<file path="config.mk">
export PLATFORM = sky130hd
export DESIGN_NAME = issue_sched
export DESIGN_NICKNAME = d
export VERILOG_FILES = /design/src/rtl/issue_sched.sv
export SDC_FILE = /design/constraint.sdc
export NUM_CORES = 1
export LEC_CHECK = 0
export ABC_AREA = 0
export BUFFER_PORTS_ARGS = -buffer_cell sky130_fd_sc_hd__buf_2
export CORE_MARGIN = 5
export CORE_UTILIZATION = 31
export CTS_CLUSTER_DIAMETER = 120
export DETAILED_ROUTE_END_ITERATION = 8
export PLACE_DENSITY = 0.62
export SYNTH_ARGS = -nofsm -noshare
export SYNTH_HDL_FRONTEND = slang
export SYNTH_SLANG_ARGS = --single-unit
</file>
<file path="constraint.sdc">
create_clock -name clk_i -period 3.8 [get_ports clk_i]
set_clock_uncertainty 0.05 [all_clocks]
set_input_delay 0.19 -clock clk_i [delete_from_list [all_inputs] [get_ports clk_i]]
set_output_delay 0.19 -clock clk_i [all_outputs]
set_load 0.1 [all_outputs]
</file>
<file path="src/rtl/issue_sched.sv">
// In-order dual-issue scheduler: scoreboard hazard checks, pair rules and
// CSR/invalid serialization FSM between decode lanes and two execute pipes.
package issue_sched_pkg;
  typedef enum logic [1:0] {RUN = 2'd0, DRAIN = 2'd1, SERIAL = 2'd2, WAIT = 2'd3} state_e;

  typedef struct packed {
    logic [31:0] instr;
    logic [31:0] pc;
    logic [7:0]  cls;
  } slot_t;

  localparam int C_LSU = 1;
  localparam int C_BR  = 2;
  localparam int C_MUL = 3;
  localparam int C_DIV = 4;
  localparam int C_CSR = 5;
  localparam int C_RDV = 6;
  localparam int C_INV = 7;
endpackage

// Per-lane register decode and scoreboard lookup.
module issue_sched_lane (
  input  logic [14:0] regs,
  input  logic        rd_valid,
  input  logic        muldiv,
  input  logic [31:0] pend,
  output logic [4:0]  rs1,
  output logic [4:0]  rs2,
  output logic [4:0]  rd,
  output logic        rd_wr,
  output logic        hazard,
  output logic        sb_set
);
  // regs packs {rs2, rs1, rd}
  assign rd     = regs[4:0];
  assign rs1    = regs[9:5];
  assign rs2    = regs[14:10];
  assign rd_wr  = rd_valid & (rd != 5'd0);
  assign hazard = pend[rs1] | pend[rs2] | (rd_valid & pend[rd]);
  assign sb_set = muldiv & rd_wr;
endmodule

module issue_sched
  import issue_sched_pkg::*;
(
  input  logic        clk_i,
  input  logic        rst_ni,
  input  logic        slot0_valid_i,
  input  logic [31:0] slot0_instr_i,
  input  logic [31:0] slot0_pc_i,
  input  logic [7:0]  slot0_class_i,
  output logic        slot0_accept_o,
  input  logic        slot1_valid_i,
  input  logic [31:0] slot1_instr_i,
  input  logic [31:0] slot1_pc_i,
  input  logic [7:0]  slot1_class_i,
  output logic        slot1_accept_o,
  output logic        issue0_valid_o,
  output logic [31:0] issue0_instr_o,
  output logic [31:0] issue0_pc_o,
  output logic [7:0]  issue0_class_o,
  input  logic        issue0_accept_i,
  output logic        issue1_valid_o,
  output logic [31:0] issue1_instr_o,
  output logic [31:0] issue1_pc_o,
  output logic [7:0]  issue1_class_o,
  input  logic        issue1_accept_i,
  input  logic        wb_valid_i,
  input  logic [4:0]  wb_rd_i,
  input  logic        branch_request_i,
  input  logic        pipe_idle_i,
  output logic [31:0] dual_cnt_o,
  output logic [1:0]  state_o
);
  localparam int NUM_LANES = 2;

  slot_t [NUM_LANES-1:0]      slot;
  logic  [NUM_LANES-1:0]      s_valid, i_valid, i_accept, accept;
  logic  [NUM_LANES-1:0][14:0] lane_regs;
  logic  [NUM_LANES-1:0]      lane_rdv, lane_md, rd_wr, hazard, sb_set;
  logic  [NUM_LANES-1:0][4:0] rs1, rs2, rd;

  state_e      state_q;
  logic [31:0] sb_q, sb_set_vec, sb_clr_vec, dual_cnt_q;
  logic        serial0, pair_blk, sb_empty;

  assign slot[0]  = '{instr: slot0_instr_i, pc: slot0_pc_i, cls: slot0_class_i};
  assign slot[1]  = '{instr: slot1_instr_i, pc: slot1_pc_i, cls: slot1_class_i};
  assign s_valid  = {slot1_valid_i, slot0_valid_i};
  assign i_accept = {issue1_accept_i, issue0_accept_i};

  always_comb begin
    lane_regs = '0;
    lane_rdv  = '0;
    lane_md   = '0;
    for (int n = 0; n < NUM_LANES; n++) begin
      lane_regs[n] = {slot[n].instr[24:15], slot[n].instr[11:7]};
      lane_rdv[n]  = slot[n].cls[C_RDV];
      lane_md[n]   = slot[n].cls[C_MUL] | slot[n].cls[C_DIV];
    end
  end

  issue_sched_lane u_lane [NUM_LANES-1:0] (
    .regs     (lane_regs),
    .rd_valid (lane_rdv),
    .muldiv   (lane_md),
    .pend     (sb_q),
    .rs1      (rs1),
    .rs2      (rs2),
    .rd       (rd),
    .rd_wr    (rd_wr),
    .hazard   (hazard),
    .sb_set   (sb_set)
  );

  assign serial0  = slot[0].cls[C_CSR] | slot[0].cls[C_INV];
  assign pair_blk = (slot[0].cls[C_LSU] & slot[1].cls[C_LSU])
                  | (lane_md[0] & lane_md[1])
                  | serial0 | slot[1].cls[C_CSR] | slot[1].cls[C_INV]
                  | slot[0].cls[C_BR]
                  | (rd_wr[0] & ((rd[0] == rs1[1]) | (rd[0] == rs2[1]) | (rd[0] == rd[1])));

  // Lane 1 needs lane 0 actually taken, so order holds even if pipe 0 stalls.
  always_comb begin
    i_valid = '0;
    if (rst_ni && !branch_request_i) begin
      unique case (state_q)
        RUN: begin
          i_valid[0] = s_valid[0] & ~serial0 & ~hazard[0];
          i_valid[1] = i_valid[0] & i_accept[0] & s_valid[1] & ~pair_blk & ~hazard[1];
        end
        SERIAL:  i_valid[0] = s_valid[0] & ~hazard[0];
        default: ;
      endcase
    end
  end

  assign accept = i_valid & i_accept;

  always_comb begin
    sb_set_vec = '0;
    sb_clr_vec = '0;
    for (int n = 0; n < NUM_LANES; n++)
      if (accept[n] && sb_set[n]) sb_set_vec[rd[n]] = 1'b1;
    if (wb_valid_i) sb_clr_vec[wb_rd_i] = 1'b1;
  end

  assign sb_empty = ~|sb_q;

  always_ff @(posedge clk_i or negedge rst_ni) begin
    if (!rst_ni) begin
      state_q    <= RUN;
      sb_q       <= '0;
      dual_cnt_q <= '0;
    end else begin
      // set applied after clear so a same-cycle collision stays pending
      sb_q <= (sb_q & ~sb_clr_vec) | sb_set_vec;
      if (&accept) dual_cnt_q <= dual_cnt_q + 32'd1;
      if (branch_request_i) begin
        state_q <= RUN;
      end else begin
        unique case (state_q)
          RUN:    if (s_valid[0] && serial0)     state_q <= DRAIN;
          DRAIN:  if (pipe_idle_i && sb_empty)   state_q <= SERIAL;
          SERIAL: if (accept[0])                 state_q <= WAIT;
          WAIT:   if (pipe_idle_i)               state_q <= RUN;
          default:                               state_q <= RUN;
        endcase
      end
    end
  end

  assign issue0_valid_o = i_valid[0];
  assign issue1_valid_o = i_valid[1];
  assign slot0_accept_o = accept[0];
  assign slot1_accept_o = accept[1];
  assign issue0_instr_o = slot[0].instr;
  assign issue0_pc_o    = slot[0].pc;
  assign issue0_class_o = slot[0].cls;
  assign issue1_instr_o = slot[1].instr;
  assign issue1_pc_o    = slot[1].pc;
  assign issue1_class_o = slot[1].cls;
  assign dual_cnt_o     = dual_cnt_q;
  assign state_o        = state_q;
endmodule

</file>
==> impl_metrics.tcl, run 1 <==
set metrics [dict create \
    crit_type "register to output pin" \
    setup_violations 0 \
    crit_fanout 5 \
    finalHoldViolCount 0 \
    synth_edf_count 0 \
    hpwl_um 16900 \
    clock-sinks 66 \
    grt_pass1_vias 6091 \
    crit_required_ns 3.56 \
    r2r_start "state_o[0]" \
    multi_input_area_mm2 0.00411 \
    fp.coreArea_mm2 0.0227 \
    synth_common_cells "buf_4 (144), dfrtp_1 (66), nor4_1 (52)" \
    fmax_mhz 279 \
    grt_max_degree 54 \
    placed_cell_area_mm2 0.00708 \
    die-area_mm2 0.0263 \
    area_growth_pct 2.61 \
    start_util_pct 31.7 \
    maxCapViolCount 0 \
    netlist_area_mm2 0.00719 \
    drc 0 \
    syn_area_per_cell_um2 8.82 \
    yosysMostFrequentCell "buf_4" \
    ys_top_cells_by_area "dfrtp_1 (23%), buf_4 (15%), mux4_2 (11%)" \
    synth-compound-area-share_pct 10.8 \
    synth_top_area_share_pct 23.0 \
    power.total_w 0.00228 \
    totalWireLength_um 23800 \
    worst_pin_slew_ns 0.989 \
    fp.dieW_um 162 \
    syn-num-nets 978 \
    drv_slew 0 \
    vias 6355 \
    synth-simple-area-share_pct 24.3 \
    htreeDepth 3 \
    n_fill_cell 2355 \
    arrival_ns 3.35 \
    synth_top_family_by_area "simple AND/OR/NAND/NOR gates" \
    startpoint "state_o[0]" \
    crit_path_end_kind "output pin" \
    gp_congestion 0.956 \
    portBuffers 137 \
    drt_iter0_markers 494 \
    drt_pre_antenna_iters 5 \
    min_period_ns 3.59 \
    cellLeakagePower_nw 3.29 \
    seq_area_frac_synth_pct 23.0 \
    hold_path_class "primary input to register" \
    cts_resized 0 \
    final_cell_area_mm2 0.00738 \
    gr-usage-all-layers_pct 17.3 \
    viasPerCell 5.97 \
    fin_util_pct 32.5 \
    ir_drop_v 0.000296 \
    ys_ff_latch 66 \
    grt-ovfl-total 0 \
    fin_tns_setup_ns 0 \
    numCtsBuffers 9 \
    period_share_pct 94.4 \
    synth-xor-area-share_pct 5.60 \
    cts-root-buf "clkbuf_16" \
    ys_warn_count 0 \
    yosys.area_share.adder_pct 0.870 \
    synth_cells 815 \
    synthArstFlopShare_pct 100 \
    slew_headroom_pct 33.6 \
    critPathLaunchType "register" \
    clock_latency_ns 0.34 \
    p_per_area_mw_per_mm2 309 \
    synth_ff_type "dfrtp_1" \
    crit_end "slot1_accept_o" \
    grt_pass1_wl_um 36100 \
    path_clk_slew_ns 0.06 \
    drive_above_1_share_pct 27.6 \
    io_pins 340 \
    wl_per_cell_um 22.3 \
    cts_tree "done" \
    regToRegSetupSlack_ns 0.39 \
    synth_mux_area_share_pct 15.5 \
    row_count 55 \
    synth.distinct_cells 58 \
    synth_top_area_cell "dfrtp_1" \
    final-seq-area_mm2 0.00165 \
    grt_setup_unrepaired "false" \
    cts_buffer_depth 2 \
    die_h_um 162 \
    grt_antenna_before_repair 0 \
    nNetsFinal 938 \
    rr_endpoint "dual_cnt_o[1]" \
    final_antenna_net_count 0 \
    ff2ff_path_depth 9 \
    antennaDiodeCount 0 \
    status "complete, no violations" \
]
layout by cell type, fill, tap and decap left out, types with 10 or more instances in the layout:
cell type and n:
buf_2 134, nor3_1 18, o22ai_1 10, o21ai_0 13, mux2i_1 30, dfrtp_1 66, nor2_1 45, inv_1 20
mux4_2 35, nand4_1 16, nor4_1 52, nor4b_1 20, nand2_1 23, and3_1 11, xor2_1 38, nand2b_1 10
or3_1 21, nand3_1 32, o21a_1 19, buf_4 21
where the power goes:
group | switching [W] | internal, W
sequential | 0.0000283 | 0.000718
clock | 0.000305 | 0.000520
combinational | 0.000532 | 0.000173
total | 0.000865 | 0.00141
area by class of cell:
type,instances,share of cell area (%)
clock buffer,12,3.34
clock inverter,3,0.543
inverter,20,1.02
multi-input combinational,519,55.7
sequential,66,22.4
tap,285,4.83
timing repair buffer,159,12.2
sequential cells by signal (all words and copies together), names as in the netlist:
name        flops
dual_cnt_o     32
sb_q           32
state_o         2
metal layers:
layer | global-route usage, % | up-vias | wire [µm]
li1 | - | 2794 | -
met2 | 26.0 | 453 | 10400
met1 | 23.6 | 3034 | 9750
met5 | 0 | - | 0
met4 | 7.00 | 0 | 878
met3 | 4.59 | 74 | 2780
how the worst min path moves through the flow:
stage / start / end / slack (ns) / cells after the start
final: branch_request_i / state_o[0] / 0.09 / 3
after global routing: branch_request_i / state_o[0] / 0.11 / 3
after CTS: branch_request_i / state_o[0] / 0.08 / 3
after detailed placement: rst_ni / dual_cnt_o[28] / 0.23 / 2
after global placement: rst_ni / dual_cnt_o[26] / 0.23 / 2
after floorplan: rst_ni / dual_cnt_o[0] / -0.16 / 0
kinds of logic after synthesis:
| group | after synthesis |
|---|---|
| and+or+nand+nor | 297 |
| buffers and inverters | 230 |
| AOI/OAI and AO/OA | 104 |
| muxes | 67 |
| DFF | 66 |
| xor gates and xnor gates | 46 |
| adders and majority gates | 5 |
critical path: stages (launching register included):
cell and delay, ns:
dfrtp_1 0.42, inv_1 0.10, ha_1 0.20, nor3b_1 0.33, and4_1 0.32, nand2_1 0.07
or4_1 0.50, nor4_1 0.41, buf_4 0.22, and4_1 0.25, buf_12 0.19
metrics by stage:
step                worst slack (ns)  cells  hold WS (ns)
floorplan                      0.159    815        -0.156
global placement               0.511   1048         0.230
detailed placement             0.451   1048         0.228
CTS                            0.196   1064        0.0788
global route                  0.0349   1064         0.112
finish                         0.212   1064        0.0854
repair_timing:
item / 4_1_cts / 5_1_grt
buffers inserted: 0 / 0
endpoints found under the hold margin: 20 / 0
hold buffers: 1 / 0
Note: power is estimated with default switching activity, not from simulation.
==> inputs of run 2 (changes only) <==
==> constraint.sdc (replaced) <==
create_clock -name clk_i -period 3.8 [get_ports clk_i]
set_clock_uncertainty 0.05 [all_clocks]
set_input_delay 0.19 -clock clk_i [delete_from_list [all_inputs] [get_ports clk_i]]
set_output_delay 0.19 -clock clk_i [all_outputs]
set_load 0.005 [all_outputs]
==> run 2 against run 1 <==
Compared with the run above: final area fell by 0.53%; die area stayed put; non-clock buffer count down 5; power decreased by 6.6%; critical path type is now register to register; critical endpoint is now sb_q[18].
==> impl_metrics.tcl, run 2 (synthesis results as in run 1) <==
set metrics [dict create \
    met3_usage_pct 4.29 \
    drv_slew 0 \
    grt_busiest_layer "met2" \
    wl_per_cell_um 22.4 \
    cts_tree "done" \
    layout_commonest_cell "buf_2" \
    grt_max_degree 55 \
    numCtsBuffers 9 \
    area_growth_pct 2.07 \
    clock-sinks 66 \
    io_pins 340 \
    nNetsFinal 933 \
    hp-start "branch_request_i" \
    ff2ff_path_depth 9 \
    status "complete, no violations" \
    path_clk_slew_ns 0.05 \
    grt_pass1_wl_um 36100 \
    arrival_ns 3.68 \
    finalHoldViolCount 0 \
    p_comb_share_pct 20.9 \
    final-seq-area_mm2 0.00165 \
    fp.coreArea_mm2 0.0227 \
    p_switching_w 0.000628 \
    crit_fanout 10 \
    period_share_pct 92.4 \
    drt_pre_antenna_iters 5 \
    die-area_mm2 0.0263 \
    final_cell_area_mm2 0.00734 \
    clock_latency_ns 0.35 \
    gp_congestion 0.964 \
    clkPwrFrac_pct 43.9 \
    fin_tns_setup_ns 0 \
    layout_common_cells "buf_2 (137), dfrtp_1 (66), nor4_1 (52)" \
    min_period_ns 3.51 \
    swShare_pct 29.5 \
    critPathLaunchType "register" \
    fmax_mhz 285 \
    grt_antenna_before_repair 0 \
    hold_path_class "primary input to register" \
    antennaDiodeCount 0 \
    portBuffers 137 \
    crit_path_end_kind "register" \
    slew_headroom_pct 39.0 \
    fp.dieW_um 162 \
    grt_pass1_vias 6119 \
    final_antenna_net_count 0 \
    row_count 55 \
    hold-path-endpoint "state_o[0]" \
    multi_input_area_mm2 0.00411 \
    viasPerCell 6.03 \
    cts_resized 0 \
    p_per_area_mw_per_mm2 290 \
    start_util_pct 31.7 \
    cts_buffer_depth 2 \
    ir_drop_v 0.000208 \
    drive_above_1_share_pct 27.4 \
    grtUsageMet2_pct 26.1 \
    gr-usage-all-layers_pct 17.2 \
    placed_cell_area_mm2 0.00700 \
    r2r_start "state_o[0]" \
    worst_pin_slew_ns 0.908 \
    drc 0 \
    maxCapViolCount 0 \
    grt_setup_unrepaired "false" \
    regToRegSetupSlack_ns 0.29 \
    cts-root-buf "clkbuf_16" \
    setup_violations 0 \
    crit_type "register to register" \
    worstHoldPathCells 3 \
    vias 6390 \
    hpwl_um 17000 \
    p_int_w 0.00150 \
    totalWireLength_um 23800 \
    met1_usage_pct 23.8 \
    grt-ovfl-total 0 \
    drt_iter0_markers 619 \
    pwr-share-seq_pct 35.1 \
    htreeDepth 3 \
    n_fill_cell 2393 \
    cellLeakagePower_nw 3.28 \
    die_h_um 162 \
    rr_endpoint "sb_q[18]" \
    crit_required_ns 3.97 \
]
==> run 2: cell count changes in the layout (fill, tap and decap cells not counted), sizes merged <==
cell    change
buf         -5
bufinv      +1
==> run 2: metrics by stage <==
step	hold slack [ns]	total power [W]	worst slack (ns)	cells	util, %
floorplan	-0.156	0.00114	0.914	815	-
global placement	0.225	0.00120	0.406	1043	30.8
detailed placement	0.225	0.00120	0.372	1043	30.8
CTS	0.0739	0.00214	0.347	1060	32.3
global route	0.116	0.00221	0.0755	1060	32.3
finish	0.0758	0.00213	0.290	1060	32.3
==> run 2: per-layer routing <==
layer / vias to the layer above / wire length (µm)
li1: 2792 / -
met1: 3089 / 9960
met2: 438 / 10500
met3: 71 / 2570
met4: 0 / 720
met5: - / 0
==> run 2: layout make-up <==
| class | instances | share of cell area [%] |
|---|---|---|
| clock buffer | 12 | 3.50 |
| multi-input combinational | 519 | 56.0 |
| sequential | 66 | 22.5 |
| clock inverter | 4 | 1.01 |
| tap | 285 | 4.86 |
| inverter | 20 | 1.02 |
| timing repair buffer | 154 | 11.1 |
==> run 2: power groups by stage <==
stage / Clock (W) / Combinational (W) / Sequential, W
5_1_grt: 0.000975 / 0.000490 / 0.000749
6_report: 0.000934 / 0.000445 / 0.000747
2_1_floorplan: 0 / 0.000391 / 0.000750
3_3_place_gp: 0 / 0.000443 / 0.000757
4_1_cts: 0.000947 / 0.000444 / 0.000746
3_5_place_dp: 0 / 0.000441 / 0.000758
==> run 2: worst max-delay path, cell delays in order, from the launching register on <==
cell	delay [ns]
dfrtp_1	0.42
inv_1	0.10
ha_1	0.18
nor3b_1	0.37
and4_1	0.32
o21ai_0	0.11
nand4bb_1	0.21
or4_2	0.62
or3_1	0.61
o31ai_1	0.40
==> run 2: repair_timing <==
item,in CTS,in global routing
hold buffers,1,0
hold endpoints to repair,20,0
setup buffers,0,0
==> run 2: worst max-delay path by stage <==
stage | endpoint | slack (ns) | start
4_1_cts | sb_q[18] | 0.35 | state_o[0]
3_5_place_dp | sb_q[18] | 0.37 | state_o[0]
2_1_floorplan | dual_cnt_o[1] | 0.91 | state_o[0]
5_1_grt | sb_q[12] | 0.08 | state_o[0]
6_report | sb_q[18] | 0.29 | state_o[0]
3_3_place_gp | sb_q[12] | 0.41 | state_o[0]
==> inputs of run 3 (changes only) <==
--- a/config.mk
+++ b/config.mk
@@ -11,7 +11,7 @@
 export CORE_UTILIZATION = 31
 export CTS_CLUSTER_DIAMETER = 120
 export DETAILED_ROUTE_END_ITERATION = 8
-export PLACE_DENSITY = 0.62
+export PLACE_DENSITY = 0.64
 export SYNTH_ARGS = -nofsm -noshare
 export SYNTH_HDL_FRONTEND = slang
 export SYNTH_SLANG_ARGS = --single-unit
==> constraint.sdc (replaced) <==
create_clock -name clk_i -period 2.9 [get_ports clk_i]
set_clock_uncertainty 0.05 [all_clocks]
set_input_delay 0.145 -clock clk_i [delete_from_list [all_inputs] [get_ports clk_i]]
set_output_delay 0.145 -clock clk_i [all_outputs]
set_load 0.005 [all_outputs]
==> run 3 against run 2 <==
Compared with the run above: the run now ends with negative setup slack left; utilization increased by 11 points; die area unchanged; critical endpoint is now issue1_valid_o; non-clock buffer count increased by 147; sequential power increased by 29%; flip-flop and latch count unchanged; sequential share of layout area decreased by 5.6 points; cell count increased by 14%; setup slack got worse by 0.55 ns; highest routed layer is now met5; largest power group unchanged; register-to-register slack got worse by 0.45 ns; clock power increased by 11%; clock-buffer cell count decreased by 2.
==> impl_metrics.tcl, run 3 (synthesis results as in run 1) <==
set metrics [dict create \
    clkPwrFrac_pct 35.5 \
    clock_latency_ns 0.35 \
    setup_violations 51 \
    rr_endpoint "sb_q[18]" \
    portBuffers 137 \
    worst_pin_slew_ns 0.952 \
    fp.dieW_um 162 \
    path_clk_slew_ns 0.06 \
    final_antenna_net_count 0 \
    hold-path-endpoint "state_o[0]" \
    gr-usage-all-layers_pct 20.4 \
    drv_slew 0 \
    totalWireLength_um 28400 \
    wl_per_cell_um 23.5 \
    nNetsFinal 1080 \
    status "finished, violations left" \
    crit_fanout 3 \
    ir_drop_v 0.000237 \
    arrival_ns 2.97 \
    gp_congestion 0.987 \
    start_util_pct 31.7 \
    viasPerCell 5.92 \
    cts_buffer_depth 2 \
    hp-start "branch_request_i" \
    grt_antenna_before_repair 1 \
    worstHoldPathCells 3 \
    clock-sinks 66 \
    antennaDiodeCount 0 \
    fin_util_pct 43.3 \
    die-area_mm2 0.0263 \
    cts-root-buf "clkbuf_16" \
    crit_type "register to output pin" \
    cellLeakagePower_nw 4.83 \
    slew_headroom_pct 36.4 \
    regToRegSetupSlack_ns -0.16 \
    vias 7147 \
    met1_usage_pct 27.4 \
    r2r_start "sb_q[13]" \
    layout_common_cells "buf_2 (135), buf_4 (125), dfrtp_1 (61)" \
    failed_checks "negative setup slack" \
    grt_setup_unrepaired "true" \
    grt_busiest_layer "met2" \
    power.total_w 0.00292 \
    hpwl_um 19700 \
    fin_tns_setup_ns -3.50 \
    crit_path_end_kind "output pin" \
    layout_commonest_cell "buf_2" \
    finalHoldViolCount 0 \
    pwr-share-seq_pct 32.8 \
    p_comb_share_pct 31.6 \
    grt_pass1_vias 6949 \
    p_per_area_mw_per_mm2 297 \
    fmax_mhz 316 \
    maxCapViolCount 0 \
    drt_iter0_markers 749 \
    row_count 55 \
    drc 0 \
    ff2ff_path_depth 10 \
    grt_pass1_wl_um 42100 \
    grt_max_degree 57 \
    place_ws_ns -0.309 \
    startpoint "sb_q[22]" \
    crit_required_ns 2.71 \
    area_growth_pct 36.6 \
    min_period_ns 3.16 \
    cts_tree "done" \
    p_int_w 0.00192 \
    die_h_um 162 \
    fp.coreArea_mm2 0.0227 \
    critPathLaunchType "register" \
    period_share_pct 109 \
    io_pins 340 \
    htreeDepth 3 \
    hold_path_class "primary input to register" \
    drive_above_1_share_pct 49.1 \
    numCtsBuffers 9 \
    p_switching_w 0.00100 \
    swShare_pct 34.2 \
    grtUsageMet2_pct 32.9 \
    met3_usage_pct 4.59 \
    worst_slack_ns -0.261 \
    grt-ovfl-total 0 \
    drt_pre_antenna_iters 5 \
]
==> run 3: how the worst max path moves through the flow <==
stage	cells after the start	slack, ns	endpoint
floorplan	11	0.01	dual_cnt_o[1]
global placement	11	-0.33	slot1_accept_o
detailed placement	11	-0.31	slot1_accept_o
CTS	11	-0.40	slot1_accept_o
global route	11	-0.33	slot1_accept_o
finish	11	-0.26	issue1_valid_o
==> run 3: final cells by class <==
cell class / count / area (µm²)
Clock buffer: 10 / 229
Clock inverter: 6 / 42.5
Fill cell: 2112 / 12900
Inverter: 20 / 75.1
Multi-Input combinational cell: 519 / 5130
Sequential cell: 66 / 1660
Tap cell: 285 / 357
Timing Repair Buffer: 301 / 2330
==> run 3: layer usage <==
metal  vias up  share of wire (%)
li1       3089                  -
met1      3538                 40
met2       452                 47
met3        66                9.5
met4         2                2.9
met5         -              0.046
==> run 3: power groups by stage <==
| stage | combinational (W) | sequential (W) | clock [W] |
|---|---|---|---|
| 2_1_floorplan | 0.000512 | 0.000983 | 0 |
| 3_3_place_gp | 0.000719 | 0.000975 | 0 |
| 3_5_place_dp | 0.000725 | 0.000975 | 0 |
| 4_1_cts | 0.000830 | 0.000958 | 0.00104 |
| 5_1_grt | 0.000985 | 0.000962 | 0.00108 |
| 6_report | 0.000924 | 0.000960 | 0.00104 |
==> run 3: critical path, cell delays in order (launching register included) <==
cell     delay (ns)
dfrtp_1        0.42
buf_6          0.14
mux4_2         0.48
nand2_1        0.08
a211o_1        0.14
buf_4          0.11
nand2_2        0.04
or4_4          0.52
nor4_4         0.23
buf_4          0.20
and3_4         0.18
buf_6          0.09
==> run 3: what timing repair did <==
item | CTS | global route
hold buffers | 1 | 0
buffers inserted | 16 | 16
pin swaps | 98 | 48
setup endpoints to repair | 66 | 69
hold endpoints to repair | 10 | 0
cloned | 6 | 1
resized for setup | 143 | 58
==> run 3: through the flow <==
step	cells	hold slack (ns)	area (µm²)
after floorplan	815	-0.201	7190
after global placement	1154	0.122	7890
after detailed placement	1154	0.127	7890
after CTS	1192	0.0262	9320
after global routing	1207	0.0649	9820
final	1207	0.0366	9820
